===== config.mk =====
export PLATFORM = sky130hd
export DESIGN_NAME = cci_mpf_shim_vtp_miss_sched_flat
export DESIGN_NICKNAME = d
export VERILOG_FILES = /design/src/rtl/cci_mpf_shim_vtp_miss_sched_if.sv /design/src/rtl/cci_mpf_shim_vtp_miss_sched.sv /design/src/flat_wrapper.sv
export SDC_FILE = /design/constraint.sdc
export NUM_CORES = 1
export LEC_CHECK = 0
export ABC_AREA = 1
export BUFFER_PORTS_ARGS = -buffer_cell sky130_fd_sc_hd__buf_2
export CAP_MARGIN = 20
export CORE_ASPECT_RATIO = 1.5
export CORE_MARGIN = 8
export CORE_UTILIZATION = 50
export CTS_BUF_LIST = sky130_fd_sc_hd__clkbuf_8
export DETAILED_ROUTE_END_ITERATION = 10
export PLACE_DENSITY = 0.79
export SLEW_MARGIN = 10
export SYNTH_ARGS = -nofsm -noshare
export SYNTH_HDL_FRONTEND = slang
export SYNTH_SLANG_ARGS = --single-unit

===== constraint.sdc =====
create_clock -name clk -period 14.6 [get_ports clk]
set_input_delay 0.73 -clock clk [delete_from_list [all_inputs] [get_ports clk]]
set_output_delay 0.73 -clock clk [all_outputs]
set_load 0.01 [all_outputs]

===== src/rtl/cci_mpf_shim_vtp_miss_sched_if.sv =====
// Miss-scheduler bus: TLB miss ports, page-walker request/response and TLB fill port.
// The slave modport is the scheduler; the master modport is the TLB/walker environment.
interface cci_mpf_shim_vtp_miss_sched_if #(
    parameter int VA_IDX_BITS = 36,
    parameter int PA_IDX_BITS = 26
);
    logic [1:0]                  miss_en;
    logic [1:0][VA_IDX_BITS-1:0] miss_va;
    logic                        miss_rdy;
    logic                        walk_req_en;
    logic [VA_IDX_BITS-1:0]      walk_req_va;
    logic                        walk_req_rdy;
    logic                        walk_rsp_en;
    logic [PA_IDX_BITS-1:0]      walk_rsp_pa;
    logic                        walk_rsp_big;
    logic                        walk_rsp_err;
    logic                        fill_en;
    logic [VA_IDX_BITS-1:0]      fill_va;
    logic [PA_IDX_BITS-1:0]      fill_pa;
    logic                        fill_big_page;
    logic                        fill_rdy;
    logic                        fault;
    logic [15:0]                 stat_misses;
    logic [15:0]                 stat_dups;

    modport slave (
        input  miss_en, miss_va, walk_req_rdy, walk_rsp_en, walk_rsp_pa, walk_rsp_big,
               walk_rsp_err, fill_rdy,
        output miss_rdy, walk_req_en, walk_req_va, fill_en, fill_va, fill_pa, fill_big_page,
               fault, stat_misses, stat_dups
    );

    modport master (
        output miss_en, miss_va, walk_req_rdy, walk_rsp_en, walk_rsp_pa, walk_rsp_big,
               walk_rsp_err, fill_rdy,
        input  miss_rdy, walk_req_en, walk_req_va, fill_en, fill_va, fill_pa, fill_big_page,
               fault, stat_misses, stat_dups
    );
endinterface


===== src/rtl/cci_mpf_shim_vtp_miss_sched.sv =====
// VTP miss scheduler: merges TLB misses from two ports in a small table, walks one at a time
// and fills the TLB with the result (2MB results also retire every pending miss in that page).
module cci_mpf_shim_vtp_miss_sched #(
    parameter int N_MISS_ENTRIES = 4,
    parameter int VA_IDX_BITS    = 36,
    parameter int PA_IDX_BITS    = 26
) (
    input logic clk,
    input logic reset,
    cci_mpf_shim_vtp_miss_sched_if.slave bus
);
    localparam int N     = N_MISS_ENTRIES;
    localparam int IDX_W = $clog2(N);
    localparam int CNT_W = $clog2(N + 1);

    typedef enum logic [1:0] {IDLE, REQ, WAIT, FILL} state_t;

    state_t                      state, stateNext;
    logic [N-1:0]                valid, walking;
    logic [N-1:0][VA_IDX_BITS-1:0] entVa;
    logic [IDX_W-1:0]            curIdx, selIdx;
    logic [VA_IDX_BITS-1:0]      curVa;
    logic [PA_IDX_BITS-1:0]      curPa;
    logic                        curBig, selHit;
    logic                        missRdy, faultQ, faultNext;
    logic [15:0]                 statMisses, statDups;
    logic [N-1:0]                freeMask, liveValid, alloc0, alloc1, validNext;
    logic                        tblHit0, tblHit1, hit0, hit1, new0, new1, got0, got1;
    logic [CNT_W-1:0]            freeCnt;
    logic [16:0]                 missSum, dupSum;

    // FSM next state, plus which entries retire this cycle.
    always_comb begin
        stateNext = state;
        selHit    = 1'b0;
        selIdx    = '0;
        freeMask  = '0;
        faultNext = 1'b0;
        for (int i = N - 1; i >= 0; i--) begin
            if (valid[i] && !walking[i]) begin
                selHit = 1'b1;
                selIdx = IDX_W'(i);
            end
        end
        case (state)
            IDLE: if (selHit) stateNext = REQ;
            REQ:  if (bus.walk_req_rdy) stateNext = WAIT;
            WAIT: if (bus.walk_rsp_en) begin
                if (bus.walk_rsp_err) begin
                    freeMask[curIdx] = 1'b1;
                    faultNext        = 1'b1;
                    stateNext        = IDLE;
                end else begin
                    stateNext = FILL;
                end
            end
            FILL: if (bus.fill_rdy) begin
                freeMask[curIdx] = 1'b1;
                if (curBig) begin
                    for (int i = 0; i < N; i++) begin
                        if (valid[i] && !walking[i] &&
                            entVa[i][VA_IDX_BITS-1:9] == curVa[VA_IDX_BITS-1:9])
                            freeMask[i] = 1'b1;
                    end
                end
                stateNext = IDLE;
            end
            default: stateNext = IDLE;
        endcase
    end

    // Miss merge and allocation. Entries retiring this cycle neither match nor get reused.
    always_comb begin
        liveValid = valid & ~freeMask;
        tblHit0   = 1'b0;
        tblHit1   = 1'b0;
        for (int i = 0; i < N; i++) begin
            if (liveValid[i] && entVa[i] == bus.miss_va[0]) tblHit0 = 1'b1;
            if (liveValid[i] && entVa[i] == bus.miss_va[1]) tblHit1 = 1'b1;
        end
        hit0 = missRdy && bus.miss_en[0] && tblHit0;
        new0 = missRdy && bus.miss_en[0] && !tblHit0;
        hit1 = missRdy && bus.miss_en[1] && (tblHit1 || (new0 && bus.miss_va[1] == bus.miss_va[0]));
        new1 = missRdy && bus.miss_en[1] && !hit1;
        alloc0 = '0;
        alloc1 = '0;
        got0   = 1'b0;
        got1   = 1'b0;
        for (int i = 0; i < N; i++) begin
            if (new0 && !got0 && !valid[i]) begin
                alloc0[i] = 1'b1;
                got0      = 1'b1;
            end
        end
        for (int i = 0; i < N; i++) begin
            if (new1 && !got1 && !valid[i] && !alloc0[i]) begin
                alloc1[i] = 1'b1;
                got1      = 1'b1;
            end
        end
        validNext = liveValid | alloc0 | alloc1;
        freeCnt   = '0;
        for (int i = 0; i < N; i++)
            if (!validNext[i]) freeCnt = freeCnt + CNT_W'(1);
        missSum = {1'b0, statMisses} + 17'(new0) + 17'(new1);
        dupSum  = {1'b0, statDups} + 17'(hit0) + 17'(hit1);
    end

    always_ff @(posedge clk or posedge reset) begin
        if (reset) state <= IDLE;
        else       state <= stateNext;
    end

    always_ff @(posedge clk or posedge reset) begin
        if (reset) begin
            valid      <= '0;
            walking    <= '0;
            entVa      <= '0;
            curIdx     <= '0;
            curVa      <= '0;
            curPa      <= '0;
            curBig     <= 1'b0;
            missRdy    <= 1'b1;
            faultQ     <= 1'b0;
            statMisses <= '0;
            statDups   <= '0;
        end else begin
            valid   <= validNext;
            walking <= walking & ~freeMask;
            for (int i = 0; i < N; i++) begin
                if (alloc0[i]) entVa[i] <= bus.miss_va[0];
                if (alloc1[i]) entVa[i] <= bus.miss_va[1];
            end
            if (state == IDLE && selHit) begin
                walking[selIdx] <= 1'b1;
                curIdx          <= selIdx;
                curVa           <= entVa[selIdx];
            end
            if (state == WAIT && bus.walk_rsp_en && !bus.walk_rsp_err) begin
                curPa  <= bus.walk_rsp_pa;
                curBig <= bus.walk_rsp_big;
            end
            missRdy    <= (freeCnt >= CNT_W'(2));
            faultQ     <= faultNext;
            statMisses <= missSum[16] ? 16'hFFFF : missSum[15:0];
            statDups   <= dupSum[16]  ? 16'hFFFF : dupSum[15:0];
        end
    end

    assign bus.miss_rdy      = missRdy;
    assign bus.walk_req_en   = (state == REQ);
    assign bus.walk_req_va   = curVa;
    assign bus.fill_en       = (state == FILL);
    assign bus.fill_va       = curBig ? {curVa[VA_IDX_BITS-1:9], 9'b0} : curVa;
    assign bus.fill_pa       = curBig ? {curPa[PA_IDX_BITS-1:9], 9'b0} : curPa;
    assign bus.fill_big_page = (state == FILL) && curBig;
    assign bus.fault         = faultQ;
    assign bus.stat_misses   = statMisses;
    assign bus.stat_dups     = statDups;
endmodule

===== src/flat_wrapper.sv =====
// flat-port wrapper written by rule: the top's interface ports become plain ports
module cci_mpf_shim_vtp_miss_sched_flat 
#(
    parameter int N_MISS_ENTRIES = 4,
    parameter int VA_IDX_BITS    = 36,
    parameter int PA_IDX_BITS    = 26
)
  (clk, reset, bus_miss_en, bus_miss_va, bus_walk_req_rdy, bus_walk_rsp_en, bus_walk_rsp_pa, bus_walk_rsp_big, bus_walk_rsp_err, bus_fill_rdy, bus_miss_rdy, bus_walk_req_en, bus_walk_req_va, bus_fill_en, bus_fill_va, bus_fill_pa, bus_fill_big_page, bus_fault, bus_stat_misses, bus_stat_dups);
  cci_mpf_shim_vtp_miss_sched_if #(.VA_IDX_BITS(VA_IDX_BITS), .PA_IDX_BITS(PA_IDX_BITS)) bus_i ();
  input logic clk;
  input logic reset;
  input wire logic [$bits(bus_i.miss_en)-1:0] bus_miss_en;
  input wire logic [$bits(bus_i.miss_va)-1:0] bus_miss_va;
  input wire logic [$bits(bus_i.walk_req_rdy)-1:0] bus_walk_req_rdy;
  input wire logic [$bits(bus_i.walk_rsp_en)-1:0] bus_walk_rsp_en;
  input wire logic [$bits(bus_i.walk_rsp_pa)-1:0] bus_walk_rsp_pa;
  input wire logic [$bits(bus_i.walk_rsp_big)-1:0] bus_walk_rsp_big;
  input wire logic [$bits(bus_i.walk_rsp_err)-1:0] bus_walk_rsp_err;
  input wire logic [$bits(bus_i.fill_rdy)-1:0] bus_fill_rdy;
  output wire logic [$bits(bus_i.miss_rdy)-1:0] bus_miss_rdy;
  output wire logic [$bits(bus_i.walk_req_en)-1:0] bus_walk_req_en;
  output wire logic [$bits(bus_i.walk_req_va)-1:0] bus_walk_req_va;
  output wire logic [$bits(bus_i.fill_en)-1:0] bus_fill_en;
  output wire logic [$bits(bus_i.fill_va)-1:0] bus_fill_va;
  output wire logic [$bits(bus_i.fill_pa)-1:0] bus_fill_pa;
  output wire logic [$bits(bus_i.fill_big_page)-1:0] bus_fill_big_page;
  output wire logic [$bits(bus_i.fault)-1:0] bus_fault;
  output wire logic [$bits(bus_i.stat_misses)-1:0] bus_stat_misses;
  output wire logic [$bits(bus_i.stat_dups)-1:0] bus_stat_dups;
  assign bus_i.miss_en = bus_miss_en;
  assign bus_i.miss_va = bus_miss_va;
  assign bus_i.walk_req_rdy = bus_walk_req_rdy;
  assign bus_i.walk_rsp_en = bus_walk_rsp_en;
  assign bus_i.walk_rsp_pa = bus_walk_rsp_pa;
  assign bus_i.walk_rsp_big = bus_walk_rsp_big;
  assign bus_i.walk_rsp_err = bus_walk_rsp_err;
  assign bus_i.fill_rdy = bus_fill_rdy;
  assign bus_miss_rdy = bus_i.miss_rdy;
  assign bus_walk_req_en = bus_i.walk_req_en;
  assign bus_walk_req_va = bus_i.walk_req_va;
  assign bus_fill_en = bus_i.fill_en;
  assign bus_fill_va = bus_i.fill_va;
  assign bus_fill_pa = bus_i.fill_pa;
  assign bus_fill_big_page = bus_i.fill_big_page;
  assign bus_fault = bus_i.fault;
  assign bus_stat_misses = bus_i.stat_misses;
  assign bus_stat_dups = bus_i.stat_dups;
  cci_mpf_shim_vtp_miss_sched #(.N_MISS_ENTRIES(N_MISS_ENTRIES), .VA_IDX_BITS(VA_IDX_BITS), .PA_IDX_BITS(PA_IDX_BITS)) u_core (.clk(clk), .reset(reset), .bus(bus_i));
endmodule

# Word level (Yosys, flattened, before mapping)
# Cells that the tools add are included.
dict set report totals {
  register_bits 253
  in_bits 107
  out_inout_bits 135
}
dict set report classes {
  magnitude_cmp 5
  reduce_logical 74
  bitwise_logic 6
  muxes 69
  addsub 7
  eq_ne 20
}
# operator count
set op_table {}
lappend op_table {{36-bit == test} 9}
lappend op_table {{36-bit two-way mux} 9}
lappend op_table {{27-bit == test} 4}
lappend op_table {{36-bit binary-select mux with 2-bit select} 1}
lappend op_table {{1-bit logical AND} 47}
lappend op_table {{16-bit by 1-bit adder with 17-bit output} 2}
lappend op_table {{17-bit by 1-bit adder with 17-bit output} 2}
lappend op_table {{1-bit two-way mux} 34}
lappend op_table {{16-bit two-way mux} 2}
lappend op_table {{1-bit zero test} 20}
lappend op_table {{4-bit two-way mux} 5}
lappend op_table {{2-bit two-way mux} 9}
lappend op_table {{9-bit two-way mux} 2}
lappend op_table {{4-bit bitwise OR} 3}
lappend op_table {{3-bit two-way mux} 3}
lappend op_table {{4-bit AND} 2}
lappend op_table {{2-bit case mux with 4 select lines} 1}
lappend op_table {{4-bit case mux with 2 select lines} 1}
lappend op_table {{2-bit nonzero test} 4}
lappend op_table {{3-bit by 1-bit adder with 3-bit output (second input constant)} 2}
lappend op_table {{2-bit by 3-bit < comparator with 1-bit output (second input constant)} 2}
lappend op_table {{2-bit != test (second input constant)} 3}
lappend op_table {{1-bit demux with 2-bit select} 2}
lappend op_table {{2-bit == test (second input constant)} 2}
lappend op_table {{other kinds (9)} 10}

# Logic depth before layout (Yosys ltp)
# Gate-level depths: netlist of run 1.
dict set report depth {
  depth_word 49
  depth_mapped 31
  mapped_depth_nobuf 30
}

# Worst setup path before layout of run 1
# Ideal clock, no wire load.
dict set report synth_timing {
  path_kind {input to register}
  from {input bus_miss_va[22]}
  to {register u_core.statMisses[14], in the netlist u_core.bus.stat_misses[14]}
  path_slack_ns 10.910
  cell_stages 24
  t_required_ns 14.470
  path_buffers 1
  setup_ns 0.130
  arrival_time_ns 3.560
  cell_sequence {buf_2 inv_1 nand2_1 nand2_1 nor2_1 nand2_1 nor2_1 nand3_1 nor2_1 nand3_1 nand2_1 nor2_2 nand3_1 nand3_1 inv_1 fa_1 ha_1 nand4_1 nor3_1 inv_1 nor4_1 nand3_1 xor2_1 nand2_1}
}
dict set report synth_via {
  elab_chain_cells 15
  elab_cells_between_ends 23
}
# item line_no
set synth_lines {}
lappend synth_lines {{start: declaration} flat_wrapper.sv:13} ;# input wire logic [$bits(bus_i.miss_va)-1:0] bus_miss_va;
lappend synth_lines {{parallel branches: the longest is 13 deep, another holds 16-bit by 1-bit adder with 17-bit output} --}
lappend synth_lines {{17-bit by 1-bit adder with 17-bit output *} cci_mpf_shim_vtp_miss_sched.sv:105} ;# missSum = {1'b0, statMisses} + 17'(new0) + 17'(new1);
lappend synth_lines {{16-bit two-way mux *} cci_mpf_shim_vtp_miss_sched.sv:145} ;# statMisses <= missSum[16] ? 16'hFFFF : missSum[15:0];
lappend synth_lines {{end signal: assignment} cci_mpf_shim_vtp_miss_sched.sv:145}
lappend synth_lines {{end: declaration} cci_mpf_shim_vtp_miss_sched.sv:26} ;# logic [15:0] statMisses, statDups;
# Mark *: on every way between the ends.
# A chain may end at the register's enable or synchronous reset.

# Final worst setup path of run 1
dict set report layout_timing {
  from {register u_core.curBig}
  to {register u_core.entVa[120] in the netlist's numbering}
}
dict set report layout_via {
  elab_chain_cells 36
  elab_cells_between_ends 67
}
# item line_no
set layout_lines {}
lappend layout_lines {{start: declaration} cci_mpf_shim_vtp_miss_sched.sv:24} ;# logic curBig, selHit;
lappend layout_lines {{start signal: assignment} cci_mpf_shim_vtp_miss_sched.sv:141} ;# curBig <= bus.walk_rsp_big;
lappend layout_lines {{4-bit two-way mux *} cci_mpf_shim_vtp_miss_sched.sv:59} ;# if (curBig) begin
lappend layout_lines {{4-bit two-way mux *} cci_mpf_shim_vtp_miss_sched.sv:57} ;# FILL: if (bus.fill_rdy) begin
lappend layout_lines {{4-bit case mux with 2 select lines *} cci_mpf_shim_vtp_miss_sched.sv:45} ;# case (state)
lappend layout_lines {{4-bit inverter *} cci_mpf_shim_vtp_miss_sched.sv:74} ;# liveValid = valid & ~freeMask;
lappend layout_lines {{4-bit AND *} cci_mpf_shim_vtp_miss_sched.sv:74}
lappend layout_lines {{1-bit logical AND} cci_mpf_shim_vtp_miss_sched.sv:78} ;# if (liveValid[i] && entVa[i] == bus.miss_va[0]) tblHit0 = 1'b1;
lappend layout_lines {{1-bit two-way mux (4 in series)} cci_mpf_shim_vtp_miss_sched.sv:78}
lappend layout_lines {{1-bit zero test} cci_mpf_shim_vtp_miss_sched.sv:82} ;# new0 = missRdy && bus.miss_en[0] && !tblHit0;
lappend layout_lines {{[13 not listed]} --}
lappend layout_lines {{1-bit two-way mux} cci_mpf_shim_vtp_miss_sched.sv:96} ;# if (new1 && !got1 && !valid[i] && !alloc0[i]) begin
lappend layout_lines {{1-bit zero test} cci_mpf_shim_vtp_miss_sched.sv:96}
lappend layout_lines {{1-bit logical AND (3 in series)} cci_mpf_shim_vtp_miss_sched.sv:96}
lappend layout_lines {{1-bit two-way mux} cci_mpf_shim_vtp_miss_sched.sv:96}
lappend layout_lines {{1-bit zero test} cci_mpf_shim_vtp_miss_sched.sv:96}
lappend layout_lines {{1-bit logical AND (3 in series)} cci_mpf_shim_vtp_miss_sched.sv:96}
lappend layout_lines {{1-bit two-way mux} cci_mpf_shim_vtp_miss_sched.sv:96}
lappend layout_lines {{36-bit two-way mux or 2-bit nonzero test (tied branches)} --}
lappend layout_lines {{end signal: indexed assignment} cci_mpf_shim_vtp_miss_sched.sv:131} ;# if (alloc0[i]) entVa[i] <= bus.miss_va[0];
lappend layout_lines {{end signal: indexed assignment} cci_mpf_shim_vtp_miss_sched.sv:132} ;# if (alloc1[i]) entVa[i] <= bus.miss_va[1];
lappend layout_lines {{end: declaration} cci_mpf_shim_vtp_miss_sched.sv:20} ;# logic [N-1:0][VA_IDX_BITS-1:0] entVa;
# Mark *: on every way between the ends. The rest lies on a longest branch, timed or not.

==> flow_summary.ini, run 1 <==
[synthesis]
syn_area_um2 = 18400
yosysTopAreaCellShare_pct = 34.2
syn_area_per_cell_um2 = 6.84
synthFlopType = dfrtp_1
ys_seq_elements = 253
postSynthCellCount = 2691
synth_most_common_cell = nand2_1
ys_warn_count = 0
synthArstFlopShare_pct = 100
synth_nets = 2805
synth_common_cells = 887 x nand2_1, 291 x inv_1, 271 x nor2_1, 252 x dfrtp_1, 106 x o221ai_1
synth_area_leader_cell = dfrtp_1
yosysSeqAreaShare_pct = 34.4
synth_area_leaders = dfrtp_1 34%, nand2_1 18%, inv_1 5.9%
ys_types = 47
synth_edf_count = 0

[worst_setup_path]
critPathCapture = u_core.entVa[120]
arrival_ps = 6600
start_kind = register
cp_data_required_time_ps = 15040
rrSetupSlack_ps = 8440
crit_start = u_core.curBig
reg2reg_to = u_core.entVa[120]
rr_worst_depth = 18
r2r_start = u_core.curBig
critPathCaptureType = register
path_class = register to register
crit_fanout = 38

[cts]
cts_buffer_depth = 3
numCtsBuffers = 44
clkTransAtPathRegs_ps = 60
cts_setup_buffers = 0
clk_latency_ps = 630
cts.sink_count = 253
cts_root_buf = clkbuf_8
cts_tree = yes
hold_buffers = 0
cts_resized = 0
htreeDepth = 2

[placed_design]
hpwlAfterDp_um = 58600
place_congestion = 1.09
io_buffers = 241
placed_cells = 3249
placed_cell_area_um2 = 19400
pre_cts_slack_ps = 8630

[run_status]
status = finished, final reports clean

[power]
combPwrFrac_pct = 48.8
internal_power_mw = 1.91
p_switching_mw = 1.94
clockPowerShare_pct = 16.6
peakVddDrop_uv = 104
switching_share_pct = 50.4
sequentialPowerShare_pct = 34.6
p_per_area_nw_per_um2 = 190
power_mw = 3.85
p_leak_nw = 10.0

[timing]
relSlewSlack_pct = 18.4
worstMarginPinSlew_ps = 1220
worst_slack_ps = 8440
rsz0062_at_grt = false
period_needed_ps = 6160
setup_tns_ps = 0
finalClockSkew_ps = 57.1
slew_violations = 0
fin_crit_sh_pct = 42.2
setup_viol = 0
timing.fmax_mhz = 162
hold_viol = 0

[run]
drv_cap = 0

[global_routing]
grt_pass1_wl_um = 121000
first_global_vias = 19700
grt_usage_pct = 36.8
antenna_found_initial = 8
grt_max_degree = 119
grt-ovfl-total = 0

[floorplan]
io_pins = 242
start_util_pct = 50.3
core_area_um2 = 36600
row_count = 86
fp.dieH_um = 251
dieArea_um2 = 43400
die_x_um = 173

[detailed_routing]
ant_nets = 0
drtIter0Drc = 2475
first_pass_iters = 8
drc = 0
wirelength_um = 82500
vias_per_cell = 6.03
post_drt_wl_per_cell_um = 24.8
vias = 20100

[min_path]
hold_path.class = input port to async pin

[layout]
finalNetCount = 2925
final_cells = 3331
fillerInstances = 3630
syn_to_final_growth_pct = 9.92
layout-drive-gt1-share_pct = 12.9
final_cell_area_um2 = 20200
[cell type report]
class                      count  area (um2)  area share, %
multi-input combinational   1955       10000           49.5
sequential                   253        6330           31.3
timing repair buffer         255        1310           6.48
inverter                     302        1140           5.64
clock buffer                  51         702           3.47
tap                          484         606           2.99
clock inverter                23         104          0.513
antenna                        8        20.0         0.0989
[kinds of logic (layout without fill, tap and decap cells)]
group / after synthesis / after routing / synth area share (%)
AOI/OAI and AO/OA: 355 / 355 / 13.1
xor gates and xnor gates: 194 / 194 / 9.22
adders and majority gates: 7 / 7 / 0.557
buffers and inverters: 483 / 631 / 11.3
DFF: 253 / 253 / 34.4
muxes: 20 / 20 / 1.21
other: 0 / 8 / 0
and+or+nand+nor: 1379 / 1379 / 30.3
[how the worst min path moves through the flow]
stage	from	to	slack (ps)	depth (start not counted)
global placement	u_core.walking[2]	u_core.walking[2]	480	2
finish	reset	u_core.bus.stat_dups[7]	270	2
CTS	bus_walk_rsp_pa[23]	u_core.curPa[23]	320	2
detailed placement	u_core.curPa[15]	u_core.curPa[15]	490	1
global route	bus_walk_rsp_pa[17]	u_core.curPa[17]	340	2
floorplan	u_core.walking[2]	u_core.walking[2]	470	2
[registers in the layout, summed over array words and instances (netlist names)]
register / flops
u_core.entVa: 144
u_core.bus.walk_req_va: 36
u_core.curPa: 26
u_core.bus.stat_dups: 16
u_core.bus.stat_misses: 16
u_core.valid: 4
u_core.walking: 4
u_core.curIdx: 2
u_core.state: 2
u_core.bus.fault: 1
u_core.bus.miss_rdy: 1
u_core.curBig: 1
[metal layers]
layer	vias up	global-route usage (%)	part of all wire, %
li1	8862	-	-
met1	9363	41.1	34
met2	1452	57.4	45
met3	414	9.54	11
met4	2	33.0	10
met5	-	0	0.012
[stage by stage]
stage	util [%]	hold slack, ps
floorplan	-	466
global placement	53.1	482
detailed placement	53.1	488
CTS	55.3	317
global route	55.3	339
finish	55.3	268
[critical path, stage by stage, from the launching register on]
cell       delay, ps
dfrtp_1          970
nand3_1          550
a21oi_1          330
nand2_1          140
nor2_1           140
nand2_1           70
nor2_1           210
nor2_1           180
nand3_1          100
nand2_1          130
nor3_4           290
nand2_2           60
buf_4            340
a21oi_4          310
o2111ai_4        570
nand3_2          830
inv_2            490
nand2_1          150
o211ai_1         100
[power by group through the flow]
stage                     registers [mW]  clock network [mW]  logic (mW)
after CTS                           1.31               0.644        1.82
after detailed placement            1.32                   0        1.82
final                               1.33               0.640        1.88
after floorplan                     1.23                   0        1.21
after global placement              1.31                   0        1.80
after global routing                1.36               0.666        2.03
[cell usage in the layout (no fill, tap or decap), types with 61 or more instances in the layout]
master	Yosys	routed
nand3_1	86	86
nor3_1	62	61
a21oi_1	67	67
nor2_1	271	270
inv_1	291	309
o21ai_0	84	84
o221ai_1	106	106
buf_2	56	241
dfrtp_1	252	252
xor2_1	101	101
nand2_1	887	883
xnor2_1	93	93
No activity file was read; power rests on OpenSTA's default activity.
==> inputs of run 2 (changes only) <==
Settings changed: PLACE_DENSITY 0.79 to 0.81.
Clock period 14.6 ns to 5.57 ns, I/O delays scaled along.
==> run 2 against run 1 <==
  * Combinational power rose to 2.7 times the previous value
  * Power grew to 2.7 times the previous value
  * Critical path depth up 5
  * Final cell count up 1.4%
  * Sequential cell count is the same
  * Critical endpoint is now u_core.bus.stat_misses[14]
  * Register-to-register slack got worse by 7600 ps
  * Count of clock-buffer cells in the layout is 8 higher
  * Setup slack lost 7600 ps
  * Sequential power rose to 2.6 times the previous value
  * Hold slack got worse by 250 ps
  * Sequential share of layout area is 0.83 points lower
  * Via count up 3.0%
==> flow_summary.ini, run 2 (synthesis results as in run 1) <==
[run_status]
status = finished, final reports clean

[placed_design]
place_congestion = 1.15
hpwlAfterDp_um = 61900
pre_cts_slack_ps = 1060
io_buffers = 241

[power]
clockPowerShare_pct = 17.6
combPwrFrac_pct = 49.1
p_switching_mw = 5.22
p_leak_nw = 10.3
switching_share_pct = 50.3
internal_power_mw = 5.16
sequentialPowerShare_pct = 33.3
p_per_area_nw_per_um2 = 499
peakVddDrop_uv = 263

[layout]
fillerInstances = 3556
regArea_um2 = 6330
layout-drive-gt1-share_pct = 13.6
layout_commonest_cell = nand2_1
syn_to_final_growth_pct = 12.9
largest_reg_flops = 144
final_cell_mix = 884 x nand2_1, 302 x inv_1, 270 x nor2_1
finalNetCount = 2972
multi_input_area_um2 = 10000
regMostFlops = u_core.entVa

[timing]
slew_violations = 0
timing.fmax_mhz = 211
worst_slack_ps = 823
period_needed_ps = 4750
finalClockSkew_ps = 25.4
fin_crit_sh_pct = 85.2
worstMarginPinSlew_ps = 1290
setup_viol = 0
hold_viol = 0
relSlewSlack_pct = 14.0
setup_tns_ps = 0
rsz0062_at_grt = false
hold-worst-slack_ps = 19.3

[worst_setup_path]
cpPeakStageDelay_ps = 590
path_buf_inv = 5
crit_path_frequent_cell = nand3_1
rr_worst_depth = 23
path_class = register to register
cpMaxStageDelayCell = dlygate4sd3_1
crit_fanout = 6
path_delay_family = simple AND/OR/NAND/NOR gates
r2r_start = u_core.state[1]
arrival_ps = 5230
worstPathCellList = inv_1, nor2_1, nand3_1, dlygate4sd3_1, inv_2, nor2_2, nor3_2, nor2_1, nand3_1, nand2_1, nor2_2, nand3_1, nand3_1, inv_1, fa_1, ha_1, nand4_1, nor3_1, inv_1, nor4_1, nand3_1, xor2_1, nand2_1
cp_data_required_time_ps = 6050
start_kind = register
critPathCaptureType = register
rrSetupSlack_ps = 820
reg2reg_to = u_core.bus.stat_misses[14]

[min_path]
hp-start = bus_miss_va[64]
whs_path_depth = 3
hold_path.class = input port to register
min_to = u_core.entVa[28]

[detailed_routing]
ant_nets = 0
wirelength_um = 87700
post_drt_wl_per_cell_um = 26.0
drtIter0Drc = 2741
vias_per_cell = 6.13
drc = 0
first_pass_iters = 6
vias = 20700

[cts]
cts_resized = 0
cts_setup_buffers = 0
clk_latency_ps = 620
numCtsBuffers = 44
htreeDepth = 2
clkTransAtPathRegs_ps = 70
cts.sink_count = 253
cts_buffer_depth = 3
cts_tree = yes
cts_root_buf = clkbuf_8

[floorplan]
dieArea_um2 = 43400
die_x_um = 173
io_pins = 242
row_count = 86
core_area_um2 = 36600
start_util_pct = 50.3
fp.dieH_um = 251

[global_routing]
first_global_vias = 20400
grt_usage_pct = 38.9
grt_util_met1_pct = 42.8
met3_usage_pct = 11.0
grt_max_degree = 170
met2_usage_pct = 60.5
grt_busiest_layer = met2
antenna_found_initial = 12
grt_pass1_wl_um = 128000
grt-ovfl-total = 0

[run]
drv_cap = 0
## run 2: cell count changes in the layout (fill, tap and decap cells not counted), sizes merged
| cell | before | now |
|---|---|---|
| buf | 255 | 272 |
| clkbuf | 51 | 59 |
| clkinv | 2 | 4 |
| clkinvlp | 1 | 2 |
| diode | 8 | 6 |
| dlygate4sd3 | 0 | 30 |
| inv | 322 | 314 |
## run 2: repair_timing
action                                 4_1_cts  5_1_grt
endpoints found under the hold margin       54        0
setup endpoints to repair                    0        0
hold buffers                                30        0
## run 2: metrics by stage
step	util (%)	instance area, um2	total power, mW	cells
floorplan	-	18400	6.40	2691
global placement	53.5	19600	8.21	3265
detailed placement	53.5	19600	8.29	3265
CTS	56.8	20800	10.1	3372
global route	56.8	20800	10.9	3376
finish	56.8	20800	10.4	3379
## run 2: final cells by class
class	count	share of cell area, %
tap	484	2.91
antenna	6	0.0722
timing repair buffer	302	8.58
clock buffer	59	3.90
sequential	253	30.4
inverter	302	5.47
multi-input combinational	1955	48.2
clock inverter	18	0.421
## run 2: worst max-delay path by stage
stage                                 endpoint             from  slack [ps]  cells past startpoint
floorplan                     u_core.bus.fault            reset        1960                      1
global placement           u_core.bus.miss_rdy  bus_miss_va[35]        1130                     23
detailed placement  u_core.bus.stat_misses[14]  bus_miss_va[35]        1060                     24
CTS                 u_core.bus.stat_misses[14]  u_core.state[1]         980                     23
global route          u_core.bus.stat_dups[15]  u_core.state[1]         320                     21
finish              u_core.bus.stat_misses[14]  u_core.state[1]         820                     23
## run 2: power by group through the flow
stage	clock network [mW]	logic, mW	registers [mW]
5_1_grt	1.89	5.45	3.52
6_report	1.83	5.10	3.46
3_5_place_dp	0	4.87	3.43
4_1_cts	1.82	4.91	3.41
2_1_floorplan	0	3.17	3.23
3_3_place_gp	0	4.82	3.40
## run 2: routing by layer
metal	up-vias	wire length, um
met5	-	68
met4	10	9650
met3	522	10400
met2	1587	38400
met1	9637	29200
li1	8949	-
## run 2: worst min-delay path: cells and delay by family
kind | cells | cell delay, ps
AND/OR/NAND/NOR | 1 | 70
AO/OA/AOI/OAI | 1 | 60
buffers and inverters | 1 | 180
